<file path="src/rtl/ps2_receiver.sv">
// PS/2 host-side receiver: synchronizes and filters the raw pins, frames 11-bit
// keyboard frames and presents {previous byte, newest byte}. Parity checking is enabled by PS2_PARITY_CHECK_EN.
module ps2_receiver #(
    parameter int FILTER_LEN     = 8,
    parameter int TIMEOUT_CYCLES = 65000
) (
    input  logic        clk,
    input  logic        rst_n,
    input  logic        ps2_clk,
    input  logic        ps2_data,
    output logic [15:0] keycode,
    output logic        key_valid,
    output logic        frame_err,
    output logic [1:0]  state_dbg
);
    localparam int FW = $clog2(FILTER_LEN + 1);
    localparam int WW = $clog2(TIMEOUT_CYCLES + 1);

    typedef enum logic [1:0] {IDLE = 2'd0, DATA = 2'd1, PARITY = 2'd2, STOP = 2'd3} state_e;

    logic          clk_s1, clk_s2, data_s1, data_s2;
    logic          filt_clk, last_clk;
    logic [FW-1:0] filt_cnt;
    logic          fall;

    state_e        state_q, state_d;
    logic [7:0]    shift_q, shift_d;
    logic [2:0]    bit_cnt_q, bit_cnt_d;
    logic [WW-1:0] wd_q, wd_d;
    logic [15:0]   keycode_d;
    logic          valid_d, err_d;
    logic          parity_ok;

    // Pin synchronizers, glitch filter and falling-edge detect on the filtered clock.
    always_ff @(posedge clk) begin
        if (!rst_n) begin
            clk_s1   <= 1'b1;
            clk_s2   <= 1'b1;
            data_s1  <= 1'b1;
            data_s2  <= 1'b1;
            filt_clk <= 1'b1;
            last_clk <= 1'b1;
            filt_cnt <= '0;
        end else begin
            clk_s1   <= ps2_clk;
            clk_s2   <= clk_s1;
            data_s1  <= ps2_data;
            data_s2  <= data_s1;
            last_clk <= filt_clk;
            if (clk_s2 == filt_clk) begin
                filt_cnt <= '0;
            end else if (filt_cnt == FW'(FILTER_LEN - 1)) begin
                filt_cnt <= '0;
                filt_clk <= ~filt_clk;
            end else begin
                filt_cnt <= filt_cnt + FW'(1);
            end
        end
    end

    assign fall = last_clk & ~filt_clk;

`ifdef PS2_PARITY_CHECK_EN
    logic par_q, par_d;

    always_ff @(posedge clk) begin
        if (!rst_n) par_q <= 1'b0;
        else        par_q <= par_d;
    end

    always_comb begin
        par_d = par_q;
        if (state_q == PARITY && fall) par_d = data_s2;
    end

    // Odd parity over the eight data bits plus the parity bit.
    assign parity_ok = ^{shift_q, par_q};
`else
    assign parity_ok = 1'b1;
`endif

    always_ff @(posedge clk) begin
        if (!rst_n) begin
            state_q   <= IDLE;
            shift_q   <= '0;
            bit_cnt_q <= '0;
            wd_q      <= '0;
            keycode   <= '0;
            key_valid <= 1'b0;
            frame_err <= 1'b0;
        end else begin
            state_q   <= state_d;
            shift_q   <= shift_d;
            bit_cnt_q <= bit_cnt_d;
            wd_q      <= wd_d;
            keycode   <= keycode_d;
            key_valid <= valid_d;
            frame_err <= err_d;
        end
    end

    always_comb begin
        state_d   = state_q;
        shift_d   = shift_q;
        bit_cnt_d = bit_cnt_q;
        wd_d      = wd_q + WW'(1);
        keycode_d = keycode;
        valid_d   = 1'b0;
        err_d     = 1'b0;
        case (state_q)
            IDLE: begin
                wd_d = '0;
                if (fall && !data_s2) begin
                    state_d   = DATA;
                    bit_cnt_d = '0;
                end
            end
            DATA: begin
                if (fall) begin
                    shift_d   = {data_s2, shift_q[7:1]};
                    bit_cnt_d = bit_cnt_q + 3'd1;
                    if (bit_cnt_q == 3'd7) state_d = PARITY;
                end
            end
            PARITY: begin
                if (fall) state_d = STOP;
            end
            STOP: begin
                if (fall) begin
                    state_d = IDLE;
                    if (data_s2 && parity_ok) begin
                        keycode_d = {keycode[7:0], shift_q};
                        valid_d   = 1'b1;
                    end else begin
                        err_d = 1'b1;
                    end
                end
            end
            default: state_d = IDLE;
        endcase
        // A falling edge always beats a coinciding timeout.
        if (fall) begin
            wd_d = '0;
        end else if (state_q != IDLE && wd_q == WW'(TIMEOUT_CYCLES)) begin
            state_d = IDLE;
            err_d   = 1'b1;
            wd_d    = '0;
        end
    end

    assign state_dbg = state_q;
endmodule

</file>
<file path="config.mk">
export PLATFORM = sky130hd
export DESIGN_NAME = ps2_receiver
export DESIGN_NICKNAME = d
export VERILOG_FILES = /design/src/rtl/ps2_receiver.sv
export SDC_FILE = /design/constraint.sdc
export NUM_CORES = 1
export LEC_CHECK = 0
export BUFFER_PORTS_ARGS = -buffer_cell sky130_fd_sc_hd__buf_2
export CAP_MARGIN = 20
export CELL_PAD_IN_SITES_DETAIL_PLACEMENT = 0
export CELL_PAD_IN_SITES_GLOBAL_PLACEMENT = 1
export CORE_ASPECT_RATIO = 1.25
export CORE_MARGIN = 4
export CORE_UTILIZATION = 40
export DETAILED_ROUTE_END_ITERATION = 10
export PLACE_DENSITY = 0.81
export SETUP_SLACK_MARGIN = 0.2
export SLEW_MARGIN = 20
export SYNTH_ARGS = -nofsm -noshare
export SYNTH_HDL_FRONTEND = slang
export SYNTH_SLANG_ARGS = --single-unit
</file>
<file path="constraint.sdc">
create_clock -name clk -period 1.5 [get_ports clk]
set_input_delay 0.15 -clock clk [delete_from_list [all_inputs] [get_ports clk]]
set_output_delay 0.15 -clock clk [all_outputs]
set_load 0.005 [all_outputs]
</file>
==> results.sh <==
export IMPL_cp_depth=4
export IMPL_cp_required_ns=1.72
export IMPL_die_w_um=76.17
export IMPL_setup_violations_final=0
export IMPL_grt_antenna_before_repair=0
export IMPL_relSlewSlack_pct=74.50
export IMPL_pre_cts_ws_ns=0.003359
export IMPL_dr_pass1_iters=5
export IMPL_max_freq_mhz=679.0
export IMPL_r2r_end="wd_q[4]"
export IMPL_critical_path_top_delay_family="simple AND/OR/NAND/NOR gates"
export IMPL_holdWs_ns=0.1651
export IMPL_rows=30
export IMPL_postRouteAntennaNets=0
export IMPL_dpl_hpwl_um=2993
export IMPL_endpoint_kind="flip-flop"
export IMPL_clk_path_buf_depth=2
export IMPL_met3WireLength_um=226
export IMPL_synth_area_um2=2323
export IMPL_ys_ff_latch=57
export IMPL_clkLatencyLatePin_ns=0.34
export IMPL_maxCapViolCount=0
export IMPL_io_buffer_count=23
export IMPL_routed_top_layer="met4"
export IMPL_cp_cell_sequence="nand4bb_1 -> or4_4 -> nand4_4 -> nor2_1"
export IMPL_finalCritPeriodShare_pct=98.19
export IMPL_fin_skew_ns=0.007052
export IMPL_outcome="finished, final reports clean"
export IMPL_ir_drop_mv=0.5607
export IMPL_grt_first_pass_wirelength_um=8169
export IMPL_cp_endpoint="wd_q[4]"
export IMPL_yosysUniqueCellTypes=39
export IMPL_cp_startpoint="wd_q[9]"
export IMPL_path_buf_inv=0
export IMPL_rrSetupSlack_ns=0.03
export IMPL_timing_rr_start="wd_q[9]"
export IMPL_cts_root_buf="clkbuf_8"
export IMPL_drt_met1_wl_um=2108
export IMPL_htreeDepth=3
export IMPL_worst_path_max_delay_cell="or4_4"
export IMPL_reg2regPathDepth=4
export IMPL_wl_per_cell_um=13.02
export IMPL_routed_wl_um=4922
export IMPL_p_total_w=0.003202
export IMPL_cp_max_fo=8
export IMPL_rsz0062_at_grt="true"
export IMPL_min_from="rst_n"
export IMPL_drc=0
export IMPL_grt_max_degree=19
export IMPL_fin_crit_ns=1.473
export IMPL_worstSetupPathType="reg2reg"
export IMPL_worst_slack_ns=0.02722
export IMPL_synthCells=255
export IMPL_final_layout_size_suffix_gt1_share_pct=34.71
export IMPL_chipHeight_um=93.21
export IMPL_initial_core_util_pct=42.11
export IMPL_hold_violations=0
export IMPL_numCtsBuffers=9
export IMPL_area_growth_pct=31.88
export IMPL_yosysTopAreaCell="dfxtp_1"
export IMPL_clk_pin_slew_ns=0.06
export IMPL_synthesis_nets=264
export IMPL_num_vias=1905
export IMPL_diodes=0
export IMPL_drv_slew=0
export IMPL_clock_sinks=57
export IMPL_hold_path_class="in2reg"
export IMPL_wl_met2_um=2423
export IMPL_p_per_area_nw_per_um2=1045
export IMPL_synth_area_leaders="dfxtp_1 (49%), nand2_1 (8.6%), a21boi_0 (8.1%)"
export IMPL_track_usage_pct=14.42
export IMPL_grt_pass1_vias=1844
export IMPL_synthDominantCellAreaShare_pct=49.11
export IMPL_num_nets_final=319
export IMPL_gr_total_overflow=0
export IMPL_drt_iter0_drc=75
export IMPL_p_leak_nw=1.195
export IMPL_worstPathArrival_ns=1.69
export IMPL_ys_warn_count=0
export IMPL_viasPerCell=5.040
export IMPL_syn_area_per_cell_um2=9.112
export IMPL_post_route_util_pct=55.53
export IMPL_setup_worst_path_start_class="flip-flop"
export IMPL_die_area_um2=7100
export IMPL_cts_tree="built"
export IMPL_synth_seq_area_share_pct=49.11
export IMPL_tightest_slew_ns=0.3825
export IMPL_design_core_area_um2=5518
export IMPL_max_stage_delay_ns=0.59
export IMPL_gp_congestion=0.7097
export IMPL_top_level_ports=24
[per-stage QoR]
step                      TNS (ns)  instances  cell area (µm²)
after CTS                        0        371             2925
after global routing       -0.2261        378             3064
after floorplan                  0        255             2351
after global placement           0        346             2591
after detailed placement         0        346             2591
final                            0        378             3064
[cell type report]
type	count	area (µm²)
Fill cell	508	2454
Tap cell	64	80.08
Inverter	7	26.28
Sequential cell	57	1157
Timing Repair Buffer	55	380.4
Clock inverter	2	60.06
Multi-Input combinational cell	180	1191
Clock buffer	13	168.9
[what timing repair did]
action,CTS,global route
pin swaps,4,5
cloned,1,1
endpoints found under the hold margin,2,0
buffers inserted,7,6
hold buffers,2,0
endpoints found under the setup margin,19,44
gates resized for setup,7,40
[how the worst min path moves through the flow]
stage               endpoint  slack (ns)  cells after the start
finish              filt_clk        0.17                      2
global route        filt_clk        0.18                      2
CTS                 filt_clk        0.15                      2
detailed placement   data_s1        0.34                      2
global placement      clk_s1        0.33                      2
floorplan           last_clk        0.22                      1
[worst register-to-register path: cells and delay by family, from the launching register on]
kind | cells | cell delay, ns
flops | 1 | 0.32
simple gates | 4 | 1.02
[state kept, by name (all words and copies together) (netlist names)]
| signal | count |
|---|---|
| bit_cnt_q | 3 |
| clk_s1 | 1 |
| clk_s2 | 1 |
| data_s1 | 1 |
| data_s2 | 1 |
| filt_clk | 1 |
| filt_cnt | 4 |
| frame_err | 1 |
| key_valid | 1 |
| keycode | 16 |
| last_clk | 1 |
| shift_q | 8 |
| state_dbg | 2 |
| wd_q | 16 |
[kinds of logic (layout without fill, tap and decap cells)]
group | after synthesis | after routing | synth area share (%)
compound gates | 35 | 35 | 10.93
simple gates | 121 | 122 | 26.28
fa+ha+maj | 5 | 5 | 2.693
flops | 57 | 57 | 49.11
mux | 2 | 2 | 0.8616
buf+inv | 19 | 77 | 4.092
xor+xnor | 16 | 16 | 6.031
[layer usage]
layer  vias to the layer above  global-route usage, %
met5                         -                      0
met4                         0                  9.767
met3                        14                  4.721
met2                        44                  23.93
met1                       877                  15.52
li1                        970                      -
[layout by cell type, fill, tap and decap left out, types with 3 or more instances in the layout]
| cell | Yosys | final |
|---|---|---|
| a21boi_0 | 25 | 5 |
| a21boi_1 | 0 | 16 |
| a21boi_2 | 0 | 4 |
| buf_2 | 3 | 23 |
| buf_4 | 2 | 27 |
| clkbuf_8 | 0 | 12 |
| dfxtp_1 | 57 | 48 |
| dfxtp_2 | 0 | 7 |
| ha_1 | 5 | 4 |
| inv_1 | 7 | 5 |
| nand2_1 | 53 | 46 |
| nand2_2 | 0 | 6 |
| nand2b_1 | 7 | 7 |
| nand3_1 | 10 | 9 |
| nand3b_1 | 3 | 3 |
| nand4_1 | 7 | 7 |
| nor2_1 | 20 | 14 |
| nor2_2 | 1 | 7 |
| nor2b_1 | 3 | 3 |
| xor2_1 | 14 | 14 |
[Yosys cell counts]
| library cell | n |
|---|---|
| and4_1 | 3 |
| nand3b_1 | 3 |
| or2_2 | 2 |
| nand4_1 | 7 |
| inv_1 | 7 |
| o21ai_0 | 1 |
| o2111ai_1 | 1 |
| nor2b_1 | 3 |
| clkbuf_1 | 5 |
| a21oi_1 | 3 |
| nand3_1 | 10 |
| nor4_1 | 1 |
| a21boi_0 | 25 |
| o211ai_1 | 2 |
| mux2i_1 | 2 |
| and2_0 | 1 |
| ha_1 | 5 |
| nand2_1 | 53 |
| and3_1 | 1 |
| nor2_1 | 20 |
| nand4bb_1 | 2 |
| a31o_2 | 1 |
| nand4b_1 | 2 |
| clkbuf_2 | 1 |
| buf_2 | 3 |
| buf_8 | 1 |
| buf_4 | 2 |
| a22oi_1 | 1 |
| o22ai_1 | 1 |
| nand4_4 | 1 |
| and2_1 | 1 |
| nor2_2 | 1 |
| nand2b_1 | 7 |
| xnor2_1 | 2 |
| xor2_1 | 14 |
| and3_2 | 1 |
| dfxtp_1 | 57 |
| and2_2 | 1 |
| or4_4 | 1 |
[report_power, final]
group,internal (W),switching [W],total (W)
Clock,0.00106,0.000576,0.00164
Combinational,0.0000235,0.0000203,0.0000438
Sequential,0.00152,0.00000328,0.00152
Note: power is estimated with default switching activity, not from simulation.
